**src/rtl/alarm_match_ctrl_pkg.sv**
```systemverilog
// Shared definitions for the alarm sequencer: widths, state encoding, time limits.
package alarm_match_ctrl_pkg;

    localparam int unsigned TIME_W  = 6;
    localparam int unsigned TIMER_W = 9;
    localparam int unsigned SNZ_W   = 3;
    localparam int unsigned STATE_W = 2;

    localparam logic [TIME_W-1:0] MAX_SEC = TIME_W'(59);

    typedef enum logic [STATE_W-1:0] {
        ST_IDLE    = 2'd0,
        ST_ARMED   = 2'd1,
        ST_RINGING = 2'd2,
        ST_SNOOZE  = 2'd3
    } alarm_state_e;

    // True when both fields are legal mm:ss values
    function automatic logic time_valid(input logic [TIME_W-1:0] mins,
                                        input logic [TIME_W-1:0] secs);
        return (mins <= MAX_SEC) && (secs <= MAX_SEC);
    endfunction

endpackage

```
**src/rtl/alarm_match_ctrl_sec_timer.sv**
```systemverilog
// Seconds counter for the ring/snooze phases; flags the tick that reaches the limit.
module alarm_match_ctrl_sec_timer
    import alarm_match_ctrl_pkg::*;
(
    input  logic               clk,
    input  logic               reset,
    input  logic               clr_i,
    input  logic               tick_i,
    input  logic [TIMER_W-1:0] limit_i,
    output logic               done_c
);

    logic [TIMER_W-1:0] count_q;
    logic [TIMER_W:0]   count_inc_c;

    // Extra bit keeps the compare exact even with the counter pinned at all-ones
    assign count_inc_c = {1'b0, count_q} + (TIMER_W+1)'(1);
    assign done_c      = tick_i && (count_inc_c == {1'b0, limit_i});

    // Saturating tick counter with synchronous clear
    always_ff @(posedge clk or posedge reset) begin
        if (reset) begin
            count_q <= '0;
        end else if (clr_i) begin
            count_q <= '0;
        end else if (tick_i && (count_q != '1)) begin
            count_q <= count_inc_c[TIMER_W-1:0];
        end
    end

endmodule

```
**src/rtl/alarm_match_ctrl.sv**
```systemverilog
// Alarm sequencer: compares mm:ss with the stored alarm, drives ring/flash, handles snooze/dismiss.
module alarm_match_ctrl
    import alarm_match_ctrl_pkg::*;
#(
    parameter int unsigned RING_SECS   = 60,
    parameter int unsigned SNOOZE_SECS = 300,
    parameter int unsigned MAX_SNOOZE  = 3
) (
    input  logic               clk,
    input  logic               reset,
    input  logic               tick_1hz,
    input  logic [TIME_W-1:0]  cur_min,
    input  logic [TIME_W-1:0]  cur_sec,
    input  logic               arm,
    input  logic               set_en,
    input  logic [TIME_W-1:0]  set_min,
    input  logic [TIME_W-1:0]  set_sec,
    input  logic               snooze_btn,
    input  logic               dismiss_btn,
    output logic               ring,
    output logic               flash,
    output logic               set_err,
    output logic [STATE_W-1:0] state
);

    localparam logic [TIMER_W-1:0] RING_LIM   = TIMER_W'(RING_SECS);
    localparam logic [TIMER_W-1:0] SNOOZE_LIM = TIMER_W'(SNOOZE_SECS);
    localparam logic [SNZ_W-1:0]   SNZ_LIM    = SNZ_W'(MAX_SNOOZE);

    alarm_state_e        state_q;
    logic [TIME_W-1:0]   alm_min_q;
    logic [TIME_W-1:0]   alm_sec_q;
    logic [SNZ_W-1:0]    snz_cnt_q;

    logic                set_ok_c;
    logic                match_c;
    logic                in_ring_c;
    logic                in_snz_c;
    logic                snz_exhausted_c;
    logic                timer_en_c;
    logic                timer_clr_c;
    logic [TIMER_W-1:0]  timer_lim_c;
    logic                timer_done_c;

    // Decode of this cycle's requests and phase-timer control
    assign set_ok_c        = set_en && time_valid(set_min, set_sec);
    assign match_c         = tick_1hz && (cur_min == alm_min_q) && (cur_sec == alm_sec_q);
    assign in_ring_c       = (state_q == ST_RINGING);
    assign in_snz_c        = (state_q == ST_SNOOZE);
    assign snz_exhausted_c = (snz_cnt_q >= SNZ_LIM);
    assign timer_en_c      = tick_1hz && (in_ring_c || in_snz_c);
    assign timer_lim_c     = in_ring_c ? RING_LIM : SNOOZE_LIM;
    // Timer restarts on every exit from ringing/snoozing and stays clear elsewhere
    assign timer_clr_c     = !arm || !(in_ring_c || in_snz_c) || set_ok_c || dismiss_btn
                           || (in_ring_c && snooze_btn) || timer_done_c;

    alarm_match_ctrl_sec_timer u_timer (
        .clk     (clk),
        .reset   (reset),
        .clr_i   (timer_clr_c),
        .tick_i  (timer_en_c),
        .limit_i (timer_lim_c),
        .done_c  (timer_done_c)
    );

    assign state = state_q;

    // Alarm registers, set_err pulse and the sequencing FSM with its registered outputs
    always_ff @(posedge clk or posedge reset) begin
        if (reset) begin
            state_q   <= ST_IDLE;
            alm_min_q <= '0;
            alm_sec_q <= '0;
            snz_cnt_q <= '0;
            ring      <= 1'b0;
            flash     <= 1'b0;
            set_err   <= 1'b0;
        end else begin
            set_err <= set_en && !set_ok_c;
            if (set_ok_c) begin
                alm_min_q <= set_min;
                alm_sec_q <= set_sec;
            end

            if (!arm) begin
                state_q   <= ST_IDLE;
                snz_cnt_q <= '0;
                ring      <= 1'b0;
                flash     <= 1'b0;
            end else begin
                case (state_q)
                    ST_IDLE: begin
                        state_q <= ST_ARMED;
                        ring    <= 1'b0;
                        flash   <= 1'b0;
                    end
                    ST_ARMED: begin
                        if (!set_ok_c && match_c) begin
                            state_q <= ST_RINGING;
                            ring    <= 1'b1;
                            flash   <= 1'b1;
                        end
                    end
                    ST_RINGING: begin
                        if (set_ok_c || dismiss_btn || (snooze_btn && snz_exhausted_c)) begin
                            state_q   <= ST_ARMED;
                            snz_cnt_q <= '0;
                            ring      <= 1'b0;
                            flash     <= 1'b0;
                        end else if (snooze_btn) begin
                            state_q   <= ST_SNOOZE;
                            snz_cnt_q <= snz_cnt_q + SNZ_W'(1);
                            ring      <= 1'b0;
                            flash     <= 1'b0;
                        end else if (timer_done_c) begin
                            state_q   <= ST_ARMED;
                            snz_cnt_q <= '0;
                            ring      <= 1'b0;
                            flash     <= 1'b0;
                        end else if (tick_1hz) begin
                            flash <= !flash;
                        end
                    end
                    ST_SNOOZE: begin
                        if (set_ok_c || dismiss_btn) begin
                            state_q   <= ST_ARMED;
                            snz_cnt_q <= '0;
                        end else if (timer_done_c) begin
                            state_q <= ST_RINGING;
                            ring    <= 1'b1;
                            flash   <= 1'b1;
                        end
                    end
                    default: begin
                        state_q <= ST_IDLE;
                        ring    <= 1'b0;
                        flash   <= 1'b0;
                    end
                endcase
            end
        end
    end

endmodule

```
**config.mk**
```make
export PLATFORM = sky130hd
export DESIGN_NAME = alarm_match_ctrl
export DESIGN_NICKNAME = d
export VERILOG_FILES = /design/src/rtl/alarm_match_ctrl_pkg.sv /design/src/rtl/alarm_match_ctrl_sec_timer.sv /design/src/rtl/alarm_match_ctrl.sv
export SDC_FILE = /design/constraint.sdc
export NUM_CORES = 1
export LEC_CHECK = 0
export CAP_MARGIN = 20
export CORE_UTILIZATION = 46
export DETAILED_ROUTE_END_ITERATION = 7
export PLACE_DENSITY = 0.75
export SYNTH_ARGS = -nofsm -noshare
export SYNTH_HDL_FRONTEND = slang
export SYNTH_HIERARCHICAL = 1
export SYNTH_SLANG_ARGS = --single-unit
```
**constraint.sdc**
```tcl
create_clock -name clk -period 2.8 [get_ports clk]
set_input_delay 0.42 -clock clk [delete_from_list [all_inputs] [get_ports clk]]
set_output_delay 0.42 -clock clk [all_outputs]
set_load 0.05 [all_outputs]
```
==> out/metrics.yaml <==
run_status:
  status: "finished clean"
flow_run:
  cap_violations: 0
detailed_routing:
  viasPerCell: 5.36
  drt_iter0_drc: 80
  firstDrtPassIters: 4
  wirelength_mm: 4.11
  avgRoutedWirePerCell_um: 13.7
  drc: 0
  num_vias: 1604
  final_antenna_net_count: 0
power_and_ir_drop:
  comb_power_share_pct: 14.7
  switching_power_mw: 0.239
  switching_share_pct: 22.5
  seq_power_share_pct: 43.4
  irDropWorstVdd_mv: 0.297
  p_int_mw: 0.821
  power_density_nw_per_um2: 424
  leakagePower_nw: 1.00
  finalPower_mw: 1.06
  clkPwrFrac_pct: 41.9
cells_and_area:
  final_nets: 285
  fillers: 306
  diodes: 0
  register_area_um2: 726
  syn_to_final_growth_pct: 38.0
  final-instance-count-excl-fill: 299
  drive_gt1_share_pct: 15.9
  multi_input_area_um2: 1140
global_route:
  grt_pass1_vias: 1467
  met2_usage_pct: 31.6
  grt_use_met3_pct: 4.93
  overflow: 0
  grt_max_degree: 21
  grt_pass1_wl_mm: 6.67
  antenna_found_initial: 0
  grt_usage_pct: 20.5
  grt.busiest_layer: "met2"
  grt_util_met1_pct: 28.9
worst_setup_path:
  worst_ep_required_time_ns: 3.00
  setup.worst_path.end_class: "register"
  cp-start-kind: "register"
  path_class: "register to register"
  arrival_ns: 2.89
  reg2reg_from: "u_timer/count_q[1]$_DFFE_PP0P_"
  rrSetupSlack_ns: 0.11
  r2r_cells: 13
  path_max_fanout: 5
  rr_endpoint: "snz_cnt_q[1]$_DFFE_PP0P_"
place:
  hpwl_mm: 3.04
  port_buffers: 35
  placed_cells: 288
  place_congestion: 0.864
timing:
  period_needed_ns: 2.69
  hold_viol_final: 0
  skew_ns: 0.00987
  slew_headroom_pct: 50.6
  finalCritPeriodShare_pct: 96.2
  rsz0062_at_grt: "true"
  worstMarginPinSlew_ns: 0.740
  tns_ns: 0
  fmax_mhz: 371
  setup_viol: 0
  maxSlewViolCount: 0
logic_synthesis:
  ys_seq_area_share_pct: 40.1
  synth_edf_count: 0
  syn_avg_cell_area_um2: 9.39
  syn_inst: 193
  ys.warnings.count: 6
  syn_area_um2: 1810
  synth_flop_cell: "dfrtp_1"
  synth.distinct_cells: 48
  ys_ff_latch: 29
  synthArstFlopShare_pct: 100
die:
  dieArea_um2: 4190
  io_pins: 36
  core_area_um2: 3720
  fp.dieW_um: 64.8
  dieHeight_um: 64.8
  rows: 22
  start_util_pct: 48.8
cts:
  clock_latency_ns: 0.27
  htree_levels: 2
  cts_made_buffers: 5
  clock-sinks: 29
  clock-root-buffer: "clkbuf_8"
  clk_path_buf_depth: 2
  cts_tree: "yes"
  clkTransAtPathRegs_ns: 0.07
hold_path:
  hold_path_class: "primary input to async pin"
-- critical path: stages (launching register included) --
cell       delay (ns)
dfrtp_1          0.40
ha_4             0.18
nand3_4          0.09
nor2_4           0.04
and3_4           0.18
ha_4             0.27
xnor2_2          0.10
and4_1           0.18
nand4b_1         0.14
a2111oi_4        0.37
nor2_2           0.11
nor3_1           0.19
nand4_1          0.17
o22ai_1          0.20
-- how the worst max path moves through the flow --
stage / start / to / slack (ns) / cells past startpoint
after CTS: u_timer/count_q[0]$_DFFE_PP0P_ / ring$_DFFE_PP0P_ / 0.01 / 13
after global placement: u_timer/count_q[0]$_DFFE_PP0P_ / snz_cnt_q[1]$_DFFE_PP0P_ / 0.10 / 13
final: u_timer/count_q[1]$_DFFE_PP0P_ / snz_cnt_q[1]$_DFFE_PP0P_ / 0.11 / 13
after detailed placement: u_timer/count_q[0]$_DFFE_PP0P_ / snz_cnt_q[1]$_DFFE_PP0P_ / -0.004 / 13
after global routing: u_timer/count_q[1]$_DFFE_PP0P_ / snz_cnt_q[1]$_DFFE_PP0P_ / -0.05 / 13
after floorplan: u_timer/count_q[0]$_DFFE_PP0P_ / ring$_DFFE_PP0P_ / 0.04 / 13
-- layout make-up --
| cell class | instances | area share [%] |
|---|---|---|
| multi-input cells | 161 | 45.5 |
| flip-flops and latches | 29 | 29.0 |
| repair buffers | 46 | 17.3 |
| clock buffers | 7 | 3.45 |
| well taps | 48 | 2.40 |
| clock inverters | 1 | 1.20 |
| inverters | 7 | 1.05 |
-- cells by family (layout without fill, tap and decap cells) --
logic type	after synthesis	after routing	share of synthesized area, %
mux	9	9	5.53
other cells	2	14	0.415
simple gates	78	78	22.9
xor+xnor	27	27	13.5
buf+inv	15	61	3.73
compound gates	29	29	11.1
fa+ha+maj	4	4	2.76
flops	29	29	40.1
-- cells in the mapped netlist, drive strengths merged (4+ instances only) --
library cell   n  area [µm²]
ha             4        50.1
o21ai          7        35.0
nand2         24        90.1
or3            4        26.3
xnor2         21         191
xor2           6        52.6
a21oi          6        30.0
nor2          10        37.5
nand4          8        50.1
dfrtp         29         726
buf            4        18.8
mux2           8        90.1
inv            7        26.3
nand3         12        65.1
-- sequential cells by signal, indices dropped and copies added, names as in the netlist --
name             cells
alm_min_q            6
flash                1
alm_sec_q            6
snz_cnt_q            3
u_timer/count_q      9
state                2
set_err              1
ring                 1
-- stage by stage --
step | setup slack (ns) | area (µm²) | utilization (%) | hold slack (ns)
after global routing | -0.0547 | 2500 | 67.3 | 0.476
after CTS | 0.0138 | 2450 | 65.9 | 0.466
after detailed placement | -0.00383 | 2300 | 61.9 | 0.486
after floorplan | 0.0370 | 1870 | - | 0.248
after global placement | 0.104 | 2300 | 61.9 | 0.480
final | 0.106 | 2500 | 67.3 | 0.445
-- metal layers --
layer  wire length [µm]  share of wire (%)
met1               1870                 46
met2               1950                 47
met3                249                6.1
met4                 35               0.85
met5                  0                  0
-- power by group through the flow --
| stage | Combinational [mW] | Sequential (mW) | Clock, mW |
|---|---|---|---|
| finish | 0.156 | 0.460 | 0.444 |
| floorplan | 0.0856 | 0.466 | 0 |
| CTS | 0.154 | 0.460 | 0.451 |
| detailed placement | 0.153 | 0.468 | 0 |
| global route | 0.172 | 0.463 | 0.471 |
| global placement | 0.151 | 0.466 | 0 |
-- cell usage in the layout, fill, tap and decap left out, types with 6 or more instances in the layout --
cell	n
a21oi_1	6
mux2_2	8
clkbuf_8	6
xnor2_1	19
clkdlybuf4s50_1	35
dfrtp_1	29
xor2_1	6
nand4_1	8
inv_1	7
o21ai_0	6
nand2_1	24
buf_4	11
nand3_1	10
conb_1	14
nor2_1	7
-- what timing repair did --
action | 4_1_cts | 5_1_grt
gates cloned | 0 | 0
hold buffers | 0 | 0
resized for setup | 5 | 7
endpoints found under the setup margin | 3 | 16
pin swaps | 5 | 14
setup buffers | 1 | 2
Note: power is estimated with default switching activity, not from simulation.
